### src/rtl/alu_seq_core_if.sv
// Start/done bus between the multi-cycle controller (master) and alu_seq_core (slave).
// The Ovf signal exists only when ALU_OVF_EN is defined.
interface alu_seq_core_if #(
  parameter int WIDTH = 32,
  parameter int SHW   = 5
);
  logic             Start;
  logic [3:0]       AluCtl;
  logic [WIDTH-1:0] A;
  logic [WIDTH-1:0] B;
  logic [SHW-1:0]   Shamt;
  logic [WIDTH-1:0] Result;
  logic             Zero;
  logic             Busy;
  logic             Done;
`ifdef ALU_OVF_EN
  logic             Ovf;

  modport master (output Start, AluCtl, A, B, Shamt, input Result, Zero, Busy, Done, Ovf);
  modport slave  (input Start, AluCtl, A, B, Shamt, output Result, Zero, Busy, Done, Ovf);
`else
  modport master (output Start, AluCtl, A, B, Shamt, input Result, Zero, Busy, Done);
  modport slave  (input Start, AluCtl, A, B, Shamt, output Result, Zero, Busy, Done);
`endif
endinterface

### src/rtl/alu_seq_core.sv
// Multi-cycle ALU: AND/OR/ADD/SUB/SLT in one cycle, SLL one bit per cycle.
// Define ALU_OVF_EN to add the registered signed-overflow output Ovf.
module alu_seq_core #(
  parameter int WIDTH = 32,
  parameter int SHW   = 5
) (
  input logic           clk,
  input logic           rst,
  alu_seq_core_if.slave bus
);
  localparam logic [1:0] ST_IDLE  = 2'd0;
  localparam logic [1:0] ST_SHIFT = 2'd1;
  localparam logic [1:0] ST_DONE  = 2'd2;

  localparam logic [3:0] OP_AND = 4'b0000;
  localparam logic [3:0] OP_OR  = 4'b0001;
  localparam logic [3:0] OP_ADD = 4'b0010;
  localparam logic [3:0] OP_SUB = 4'b0110;
  localparam logic [3:0] OP_SLT = 4'b0111;
  localparam logic [3:0] OP_SLL = 4'b1010;

  localparam logic [SHW-1:0] CNT_ONE = {{(SHW-1){1'b0}}, 1'b1};

  logic [1:0]       r_state;
  logic [WIDTH-1:0] r_shreg;
  logic [SHW-1:0]   r_cnt;
  logic [WIDTH-1:0] r_result;
  logic             r_zero;

  logic [WIDTH-1:0] w_sum;
  logic [WIDTH-1:0] w_diff;
  logic             w_slt;
  logic [WIDTH-1:0] w_alu_res;
  logic [WIDTH-1:0] w_shl;
  logic             w_go_shift;

  assign w_sum      = bus.A + bus.B;
  assign w_diff     = bus.A - bus.B;
  assign w_slt      = $signed(bus.A) < $signed(bus.B);
  assign w_shl      = r_shreg << 1;
  assign w_go_shift = (bus.AluCtl == OP_SLL) && (bus.Shamt != '0);

  // SLL only reaches this path with Shamt=0, so its result is B unchanged.
  always_comb begin
    w_alu_res = '0;
    case (bus.AluCtl)
      OP_AND:  w_alu_res = bus.A & bus.B;
      OP_OR:   w_alu_res = bus.A | bus.B;
      OP_ADD:  w_alu_res = w_sum;
      OP_SUB:  w_alu_res = w_diff;
      OP_SLT:  w_alu_res = {{(WIDTH-1){1'b0}}, w_slt};
      OP_SLL:  w_alu_res = bus.B;
      default: w_alu_res = '0;
    endcase
  end

`ifdef ALU_OVF_EN
  logic r_ovf;
  logic w_ovf;

  always_comb begin
    w_ovf = 1'b0;
    case (bus.AluCtl)
      OP_ADD:  w_ovf = (bus.A[WIDTH-1] == bus.B[WIDTH-1]) && (w_sum[WIDTH-1] != bus.A[WIDTH-1]);
      OP_SUB:  w_ovf = (bus.A[WIDTH-1] != bus.B[WIDTH-1]) && (w_diff[WIDTH-1] != bus.A[WIDTH-1]);
      default: w_ovf = 1'b0;
    endcase
  end

  always_ff @(posedge clk or posedge rst) begin
    if (rst) begin
      r_ovf <= 1'b0;
    end else if (r_state == ST_IDLE && bus.Start) begin
      r_ovf <= w_go_shift ? 1'b0 : w_ovf;
    end
  end

  assign bus.Ovf = r_ovf;
`endif

  always_ff @(posedge clk or posedge rst) begin
    if (rst) begin
      r_state  <= ST_IDLE;
      r_shreg  <= '0;
      r_cnt    <= '0;
      r_result <= '0;
      r_zero   <= 1'b1;
    end else begin
      case (r_state)
        ST_IDLE: begin
          if (bus.Start) begin
            if (w_go_shift) begin
              r_state <= ST_SHIFT;
              r_shreg <= bus.B;
              r_cnt   <= bus.Shamt;
            end else begin
              r_state  <= ST_DONE;
              r_result <= w_alu_res;
              r_zero   <= (w_alu_res == '0);
            end
          end
        end
        ST_SHIFT: begin
          // The last shift goes straight into Result so it lands on DONE entry.
          if (r_cnt == CNT_ONE) begin
            r_state  <= ST_DONE;
            r_result <= w_shl;
            r_zero   <= (w_shl == '0);
            r_cnt    <= '0;
          end else begin
            r_shreg <= w_shl;
            r_cnt   <= r_cnt - CNT_ONE;
          end
        end
        ST_DONE: r_state <= ST_IDLE;
        default: r_state <= ST_IDLE;
      endcase
    end
  end

  assign bus.Result = r_result;
  assign bus.Zero   = r_zero;
  assign bus.Busy   = (r_state != ST_IDLE);
  assign bus.Done   = (r_state == ST_DONE);
endmodule

### src/flat_wrapper.sv
// flat-port wrapper written by rule: the top's interface ports become plain ports
module alu_seq_core_flat 
#(
  parameter int WIDTH = 32,
  parameter int SHW   = 5
)
  (clk, rst, bus_Start, bus_AluCtl, bus_A, bus_B, bus_Shamt, bus_Result, bus_Zero, bus_Busy, bus_Done);
  alu_seq_core_if #(.WIDTH(WIDTH), .SHW(SHW)) bus_i ();
  input logic clk;
  input logic rst;
  input wire logic [$bits(bus_i.Start)-1:0] bus_Start;
  input wire logic [$bits(bus_i.AluCtl)-1:0] bus_AluCtl;
  input wire logic [$bits(bus_i.A)-1:0] bus_A;
  input wire logic [$bits(bus_i.B)-1:0] bus_B;
  input wire logic [$bits(bus_i.Shamt)-1:0] bus_Shamt;
  output wire logic [$bits(bus_i.Result)-1:0] bus_Result;
  output wire logic [$bits(bus_i.Zero)-1:0] bus_Zero;
  output wire logic [$bits(bus_i.Busy)-1:0] bus_Busy;
  output wire logic [$bits(bus_i.Done)-1:0] bus_Done;
  assign bus_i.Start = bus_Start;
  assign bus_i.AluCtl = bus_AluCtl;
  assign bus_i.A = bus_A;
  assign bus_i.B = bus_B;
  assign bus_i.Shamt = bus_Shamt;
  assign bus_Result = bus_i.Result;
  assign bus_Zero = bus_i.Zero;
  assign bus_Busy = bus_i.Busy;
  assign bus_Done = bus_i.Done;
  alu_seq_core #(.WIDTH(WIDTH), .SHW(SHW)) u_core (.clk(clk), .rst(rst), .bus(bus_i));
endmodule
### config.mk
export PLATFORM = sky130hd
export DESIGN_NAME = alu_seq_core_flat
export DESIGN_NICKNAME = d
export VERILOG_FILES = /design/src/rtl/alu_seq_core_if.sv /design/src/rtl/alu_seq_core.sv /design/src/flat_wrapper.sv
export SDC_FILE = /design/constraint.sdc
export NUM_CORES = 1
export LEC_CHECK = 0
export ABC_AREA = 1
export BUFFER_PORTS_ARGS = -buffer_cell sky130_fd_sc_hd__buf_2
export CORE_MARGIN = 5
export CORE_UTILIZATION = 31
export CTS_BUF_LIST = sky130_fd_sc_hd__clkbuf_4
export CTS_CLUSTER_DIAMETER = 30
export DETAILED_ROUTE_END_ITERATION = 12
export PLACE_DENSITY = 0.48
export SETUP_SLACK_MARGIN = 0.4
export SYNTH_ARGS = -nofsm -noshare
export SYNTH_HDL_FRONTEND = slang
export SYNTH_SLANG_ARGS = --single-unit
### constraint.sdc
create_clock -name clk -period 1.8 [get_ports clk]
set_input_delay 0 -clock clk [delete_from_list [all_inputs] [get_ports clk]]
set_output_delay 0 -clock clk [all_outputs]
set_load 0.05 [all_outputs]
# Word-level counts from Yosys, hierarchy flattened
# Cells that the tools add are included.
# Widths: inputs -> output; s select.
[word_totals]
register_bits = 71
inputBits = 76
output_inout_bits = 35
wordCells = 57
[classes]
reduce_logical = 12
n_addsub = 3
mux = 21
eq_ne = 13
bitwise = 2
magnitude_cmp = 1
[ops]
columns = ["operator", "count"]
rows = [
  ["$pmux 32 s6", 1],
  ["$mux 32", 3],
  ["$mux 31", 3],
  ["$logic_not 32->1", 2],
  ["$pmux 32 s2", 1],
  ["$pmux 31 s2", 1],
  ["$add 32x32->32", 1],
  ["$and 32x32->32", 1],
  ["$lt 32x32->1", 1],
  ["$or 32x32->32", 1],
  ["$sub 32x32->32", 1],
  ["$mux 5", 3],
  ["$pmux 5 s2", 1],
  ["$eq 4x3->1 const B", 2],
  ["$reduce_and 4->1", 2],
  ["$mux 2", 3],
  ["$ne 2x2->1 const B", 3],
  ["$eq 5x1->1 const B", 1],
  ["$reduce_bool 5->1", 1],
  ["$sub 5x1->5 const B", 1],
  ["$eq 4x1->1 const B", 1],
  ["$eq 4x2->1 const B", 1],
  ["$eq 4x4->1 const B", 1],
  ["$logic_not 4->1", 1],
  ["other kinds (11)", 15],
]

# Depth between registers and ports, before layout
# Gate-level depths: netlist of the first run.
[logic_depth]
depth_word = 6
mapped_depth = 22
mapped_depth_nobuf = 21

# Worst setup path before layout of the first run
# Ideal clock, no wire load.
[synth_path]
path_type = "register to register"
from = "reg u_core.r_state[1]"
to = "reg u_core.r_result[5] (netlist: u_core.bus.Result[5])"
setup_ns = 0.119
arrival_time_ns = 1.892
setup_slack_ns = -0.211
synth_period_minus_slack_ns = 2.011
n_path_buf = 1
path_stages_with_launch = 12
t_required_ns = 1.681
cell_sequence = "dfrtp_1 > nor2_1 > inv_1 > nor2_1 > a21oi_1 > inv_1 > nor2_1 > nand2_1 > inv_2 > clkbuf_1 > o211ai_1 > o21a_1"
[synth_via]
elab_chain_len = 3
word_cells_on_any_way = 8
cone_classes = "eq/ne (4); mux (1); reduce/logical (3)"
[synth_rtl]
columns = ["element", "line_no", "rtl"]
rows = [
  ["start, declared", "alu_seq_core.sv:24", "logic [1:0] r_state;"],
  ["start signal, assigned", "alu_seq_core.sv:83", "r_state <= ST_IDLE;"],
  ["start signal, assigned", "alu_seq_core.sv:93", "r_state <= ST_SHIFT;"],
  ["start signal, assigned", "alu_seq_core.sv:97", "r_state <= ST_DONE;"],
  ["$eq 2x1->1 or $logic_not 2->1 (tied branches)", "alu_seq_core.sv:89", "case (r_state)"],
  ["$ne 2x1->1 (no source line), or another cell as far along", "n/a", ""],
  ["$reduce_and 4->1 (no source line)", "n/a", ""],
  ["end signal, assigned", "alu_seq_core.sv:98", "r_result <= w_alu_res;"],
  ["end signal, assigned", "alu_seq_core.sv:107", "r_result <= w_shl;"],
  ["end, declared", "alu_seq_core.sv:27", "logic [WIDTH-1:0] r_result;"],
]
# Several ways; a longest one is shown, not always the timed one.
# A chain may end at the register's enable or synchronous reset.

# Worst setup path after layout of the first run
[layout_path]
from = "reg u_core.r_cnt[1]"
to = "reg u_core.r_shreg[25]"
[layout_via]
elab_chain_len = 3
[layout_rtl]
columns = ["element", "line_no", "rtl"]
rows = [
  ["start, declared", "alu_seq_core.sv:26", "logic [SHW-1:0] r_cnt;"],
  ["start signal, assigned", "alu_seq_core.sv:95", "r_cnt <= bus.Shamt;"],
  ["start signal, assigned", "alu_seq_core.sv:112", "r_cnt <= r_cnt - CNT_ONE;"],
  ["$eq 5x1->1", "alu_seq_core.sv:105", "if (r_cnt == CNT_ONE) begin"],
  ["$ne 2x2->1 (no source line)", "n/a", ""],
  ["$reduce_and 4->1 (no source line)", "n/a", ""],
  ["end signal, assigned", "alu_seq_core.sv:94", "r_shreg <= bus.B;"],
  ["end signal, assigned", "alu_seq_core.sv:111", "r_shreg <= w_shl;"],
  ["end, declared", "alu_seq_core.sv:25", "logic [WIDTH-1:0] r_shreg;"],
]
# Every way passes these cells.

==> flow_summary.yaml, run 1 <==
critical_path:
  crit_chain: "inv_2 -> ha_4 -> nand3_4 -> a21oi_2 -> inv_2 -> buf_6 -> o21ai_4 -> buf_8 -> buf_12 -> nor2_4 -> a31oi_1"
  cpMaxStageDelayCell: "dfrtp_1"
  end_kind: "flip-flop"
  cpMostUsedCell: "inv_2"
  cp-start-kind: "flip-flop"
  critPathMaxFanout: 8
  path_class: "flip-flop to flip-flop"
  worstPathArrival_ps: 2160
  critical_path_required_ps: 2150
  max_stage_delay_ps: 410
grt:
  grt-ovfl-total: 0
  grt_pass1_wl_microns: 73420
  track_usage_pct: 25.96
  grt_pass1_vias: 12925
  antenna_found_initial: 5
  grt_max_degree: 54
pwr:
  p_clk_share_pct: 6.4
  switching_share_pct: 50.90
  switchingPower_w: 0.006850
  p_int_w: 0.006608
  p_seq_share_pct: 21.6
  peakVddDrop_v: 0.0006128
  total_power_w: 0.01346
  powerDensity_nw_per_um2: 773.3
  power.leakage_nw: 9.129
  combinationalPowerShare_pct: 72.0
final_layout:
  fin_nets: 2516
  nFillCells: 3182
  area.growth.synth_to_final_pct: 73.96
  final_cell_mix: "413 x buf_4, 410 x nand2_1, 255 x inv_1, 115 x nand2_2, 102 x nor2_1"
  drive_gt1_share_pct: 46.68
  layout_commonest_cell: "buf_4"
  final_core_util_pct: 54.86
logic_synthesis:
  synthCells: 1767
  ys_types: 42
  synth_edf_count: 0
  ys_warn_count: 0
  netlist_area_sq_um: 10000
  yosys_register_bits: 71
  synth-seq-area-share_pct: 17.77
  synth_ff_type: "dfrtp_1"
  synth_fp_nets: 1955
  async_flop_share_pct: 100.0
  avgSynthCellArea_sq_um: 5.661
drt:
  ant_nets: 0
  first_iter_violations: 916
  wl_per_cell_microns: 17.82
  via_per_inst: 4.899
  vias: 13399
  drtPass1Iterations: 7
  drc_errors: 0
  drt-total-wl_microns: 48750
floorplanning:
  die_h_microns: 189.6
  core-area_sq_um: 31720
  placementRows: 65
  io_pins: 111
  dieArea_sq_um: 35960
  start_util_pct: 31.54
  dieWidth_microns: 189.6
sta:
  worstMarginPinSlew_ps: 507.1
  period_share_pct: 100.6
  final.setup.worst_slack_ps: -11.30
  tns_ps: -19.67
  setup_viol: 3
  hold_violations: 0
  min_period_ps: 1811
  max_freq_mhz: 552.1
  drv_slew: 0
  max-slew-margin-rel_pct: 65.93
  holdWs_ps: 44.62
  clock_skew_ps: 12.55
  rsz0062_at_grt: "yes"
status:
  violations: "negative setup slack"
  outcome: "finished, violations left"
placement:
  numPortBuffers: 110
  dp_hpwl_microns: 39540
  place.gp.congestion: 0.9309
clock_network:
  clk_pin_slew_ps: 110
  cts_root_buf: "clkbuf_4"
  clk_latency_ps: 420
  htree_levels: 3
  cts_sinks: 71
  cts_tree: "built"
  cts_buffer_depth: 2
  cts_buffers: 9
worst_hold_path:
  min_path_type: "input port to flip-flop"
flow_run:
  drv_cap: 0
==> worst max-delay path: cells and delay by family (launching register included) <==
family,cells,cell delay [ps]
AND/OR/NAND/NOR,2,120
adder cells (fa/ha/maj),1,130
buffers and inverters,5,600
AO/OA/AOI/OAI,3,470
flip-flops,1,410
==> flip-flops by register name (all words and copies together) (netlist names) <==
name               flops
u_core.bus.Result     32
u_core.bus.Zero        1
u_core.r_state         2
u_core.r_shreg        31
u_core.r_cnt           5
==> power by group through the flow <==
stage,logic [W],registers (W),clock network (W)
after floorplan,0.00359,0.00410,0
after global placement,0.00759,0.00287,0
after detailed placement,0.00763,0.00289,0
after CTS,0.00872,0.00286,0.000875
after global routing,0.0104,0.00301,0.000934
final,0.00969,0.00291,0.000858
==> timing repair <==
action | 4_1_cts | 5_1_grt
hold buffers | 10 | 0
buffers inserted | 25 | 25
endpoints found under the setup margin | 71 | 71
endpoints found under the hold margin | 62 | 0
pin swaps | 69 | 112
cloned | 9 | 3
resized for setup | 272 | 263
==> cells by family (layout without fill, tap and decap cells) <==
logic type                 count (synthesis)  after routing  synth area share, %
and+or+nand+nor                          937            937                38.51
buffers and inverters                    392            956                15.10
adders and majority gates                112            112                14.16
DFF                                       71             71                17.77
other                                      0              2                    0
xor gates and xnor gates                   3              3               0.2627
AOI/OAI and AO/OA                        252            252                14.20
==> Yosys cell counts (all sizes together) (2+ instances only) <==
cell type | n | area (sq um)
ha | 110 | 1376
nor2 | 197 | 764.5
clkinv | 2 | 7.510
inv | 335 | 1257
nand4 | 22 | 137.6
a21boi | 4 | 30.03
clkbuf | 29 | 110.1
xnor2 | 2 | 17.52
nor3 | 19 | 105.1
nand2 | 550 | 2080
and2 | 2 | 12.51
o21a | 2 | 15.01
nor4 | 3 | 18.77
o211ai | 10 | 75.07
nand3 | 140 | 705.7
a21oi | 75 | 379.1
o21ai | 88 | 444.2
a31oi | 26 | 162.7
o22ai | 34 | 212.7
nand3b | 3 | 22.52
buf | 26 | 135.1
dfrtp | 70 | 1752
o21bai | 10 | 75.07
fa | 2 | 40.04
==> per-stage QoR <==
stage	worst slack, ps	cell area, sq um	cells
finish	-11.30	17400	2735
global route	-173.3	17400	2734
CTS	7.162	16240	2705
detailed placement	-803.3	14630	2647
global placement	-851.1	14630	2647
floorplan	7.770	10680	1767
==> final timing paths <==
| check | startpoint | endpoint | slack (ps) | cells after the start |
|---|---|---|---|---|
| max | u_core.r_cnt[1] | u_core.r_shreg[25] | -10 | 11 |
| min | bus_Start | u_core.r_cnt[3] | 40 | 6 |
| max reg2reg | u_core.r_cnt[1] | u_core.r_shreg[25] | -10 | 11 |
| min reg2reg | u_core.bus.Result[31] | u_core.bus.Result[31] | 490 | 2 |
| max in group asynchronous | rst | u_core.bus.Zero | 990 | 4 |
| min in group asynchronous | rst | u_core.r_shreg[2] | 120 | 3 |
==> area by class of cell <==
type	count	area, sq um	area share [%]
diodes	2	5.005	0.02876
clock buffers	11	82.58	0.4745
clock inverters	3	12.51	0.07190
inverters	337	1297	7.456
multi-input cells	1304	8693	49.96
flip-flops and latches	71	1779	10.22
well taps	402	503.0	2.890
repair buffers	604	5020	28.85
repair inverters	1	8.758	0.05033
==> routing by layer <==
| metal | global-route usage [%] | vias to the layer above | wire length, microns |
|---|---|---|---|
| met3 | 1.486 | 46 | 2115 |
| met5 | 0 | - | 0 |
| li1 | - | 6698 | - |
| met2 | 42.44 | 340 | 22220 |
| met4 | 4.841 | 0 | 977 |
| met1 | 38.21 | 6315 | 23430 |
No activity file was read; power rests on OpenSTA's default activity.
==> run 2, diff against run 1 <==
PLACE_DENSITY = 0.47   (was 0.48)
clock period = 2.2 ns   (was 1.8 ns; I/O delays follow)
==> run 2 against run 1 <==
The run now ends clean. Power is 23% lower. Via count shrank 1.6%. Count of clock-buffer cells in the layout shrank 1. Clock skew increased by 5.1 ps. Register-to-register slack improved by 430 ps.
==> flow_summary.yaml, run 2 (synthesized netlist as in run 1, its figures left out) <==
critical_path:
  crit_chain: "buf_8 -> ha_4 -> inv_4 -> fa_2 -> inv_2 -> nand2_2 -> nand2_2 -> nand3_2 -> nand2_2 -> nand2_2 -> nand2_2 -> nand3b_1 -> nand2_1 -> nand2_1 -> nand3_2 -> nand2_1 -> nor2_1 -> buf_4 -> nand3_4 -> nor2_4 -> nand2_2 -> a21oi_2"
  cpMaxStageDelayCell: "fa_2"
  max_stage_delay_ps: 370
  r2r-start: "u_core.r_cnt[0]"
  worstPathArrival_ps: 2220
  critPathMaxFanout: 3
  cpMostUsedCell: "nand2_2"
  cp-start-kind: "input port"
  critical_path_required_ps: 2550
  crit_start: "bus_B[0]"
  end_kind: "flip-flop"
  path_class: "input port to flip-flop"
pwr:
  switching_share_pct: 51.44
  p_seq_share_pct: 22.9
  power.leakage_nw: 8.643
  p_clk_share_pct: 7.1
  powerDensity_nw_per_um2: 632.5
  peakVddDrop_v: 0.0005980
  p_int_w: 0.005004
  switchingPower_w: 0.005301
  combinationalPowerShare_pct: 70.0
drt:
  drt-total-wl_microns: 48260
  ant_nets: 0
  drc_errors: 0
  drtPass1Iterations: 5
  vias: 13189
  wl_per_cell_microns: 17.97
  first_iter_violations: 989
  via_per_inst: 4.912
final_layout:
  final_area_sq_um: 16290
  final_cell_mix: "452 x nand2_1, 383 x buf_4, 264 x inv_1, 123 x nor2_1, 101 x nand3_1"
  drive_gt1_share_pct: 40.45
  area.growth.synth_to_final_pct: 62.86
  fin_nets: 2465
  nFillCells: 3283
  largest_reg_flops: 32
  layout_commonest_cell: "nand2_1"
clock_network:
  clk_latency_ps: 420
  cts_tree: "built"
  cts_sinks: 71
  cts_buffer_depth: 2
  cts_root_buf: "clkbuf_4"
  cts_buffers: 9
  htree_levels: 3
  clk_pin_slew_ps: 110
floorplanning:
  dieWidth_microns: 189.6
  die_h_microns: 189.6
  dieArea_sq_um: 35960
  start_util_pct: 31.54
  io_pins: 111
  placementRows: 65
  core-area_sq_um: 31720
status:
  outcome: "completed"
sta:
  clock_skew_ps: 17.64
  holdWs_ps: 29.83
  hold_violations: 0
  min_period_ps: 1875
  rsz0062_at_grt: "yes"
  worstMarginPinSlew_ps: 616.4
  setup_viol: 0
  period_share_pct: 85.21
  max_freq_mhz: 533.4
  drv_slew: 0
  max-slew-margin-rel_pct: 58.59
grt:
  grt_pass1_wl_microns: 70900
  busiest_layer: "met2"
  grt_max_degree: 45
  antenna_found_initial: 3
  grt_use_met3_pct: 0.8073
  gr-usage-met2_pct: 41.70
  track_usage_pct: 25.25
  grt-ovfl-total: 0
  met1_usage_pct: 37.81
  grt_pass1_vias: 12563
flow_run:
  drv_cap: 0
placement:
  dp_hpwl_microns: 38440
  place.gp.congestion: 0.9676
  place_area_sq_um: 13870
  numPortBuffers: 110
worst_hold_path:
  min_from: "bus_Start"
  min_path_type: "input port to flip-flop"
run 2: cell count changes in the layout (fill, tap and decap cells not counted), moves of 13 or more:
| cell | delta |
|---|---|
| buf_4 | -30 |
| nor2_1 | +21 |
| nand2_2 | -33 |
| nand3_1 | +13 |
| o21ai_0 | +19 |
| o21ai_2 | -20 |
| nand2_1 | +42 |
| nor2_4 | -16 |
run 2: timing repair:
action                     CTS  global route
gates resized for setup    193           267
hold buffers                12             0
setup endpoints to repair   51            64
gates cloned                 6             4
buffers inserted            22            23
pin swaps                   43           101
hold endpoints to repair    81             0
run 2: metal layers:
layer	wire length (microns)	up-vias	part of all wire (%)
met4	672	0	1.4
met5	0	-	0
met1	23030	6230	48
li1	-	6581	-
met2	21940	341	45
met3	2612	37	5.4
run 2: through the flow:
stage | util, % | total power (W) | TNS [ps] | instances | setup WS [ps]
after CTS | 47.77 | 0.009624 | 0 | 2657 | 313.2
after floorplan | - | 0.005918 | 0 | 1767 | 393.7
final | 51.36 | 0.01030 | 0 | 2685 | 325.3
after global routing | 51.36 | 0.01099 | 0 | 2685 | 204.5
after detailed placement | 43.72 | 0.008298 | -3491 | 2601 | -497.6
after global placement | 43.72 | 0.008246 | -2980 | 2601 | -512.9
run 2: cell type report:
type / count / area, sq um / area share, %
multi-input cells: 1304 / 8167 / 50.13
repair buffers: 553 / 4424 / 27.16
flip-flops and latches: 71 / 1779 / 10.92
inverters: 337 / 1297 / 7.964
well taps: 402 / 503.0 / 3.087
clock buffers: 10 / 75.07 / 0.4608
clock inverters: 6 / 36.28 / 0.2227
repair inverters: 1 / 7.507 / 0.04608
diodes: 1 / 2.502 / 0.01536
run 2: final timing paths:
path,end,slack (ps),depth (start not counted)
max in group asynchronous,u_core.bus.Zero,1530,4
min in group asynchronous,u_core.bus.Result[8],70,3
worst max-delay path,u_core.bus.Zero,330,22
worst min register to register,u_core.bus.Result[31],490,2
worst max register to register,u_core.r_shreg[1],420,9
worst min-delay path,u_core.r_cnt[2],30,6
run 2: worst max-delay path, delay by kind of cell:
family	cells	cell delay, ps
AOI/OAI and AO/OA	1	110
adders and majority gates	2	520
buffers and inverters	4	340
and+or+nand+nor	15	1250
run 2: power by group through the flow:
stage               Clock (W)  Sequential, W  Combinational [W]
finish               0.000731        0.00236            0.00721
global route         0.000796        0.00243            0.00776
CTS                  0.000753        0.00234            0.00653
detailed placement          0        0.00236            0.00593
global placement            0        0.00235            0.00589
floorplan                   0        0.00335            0.00257
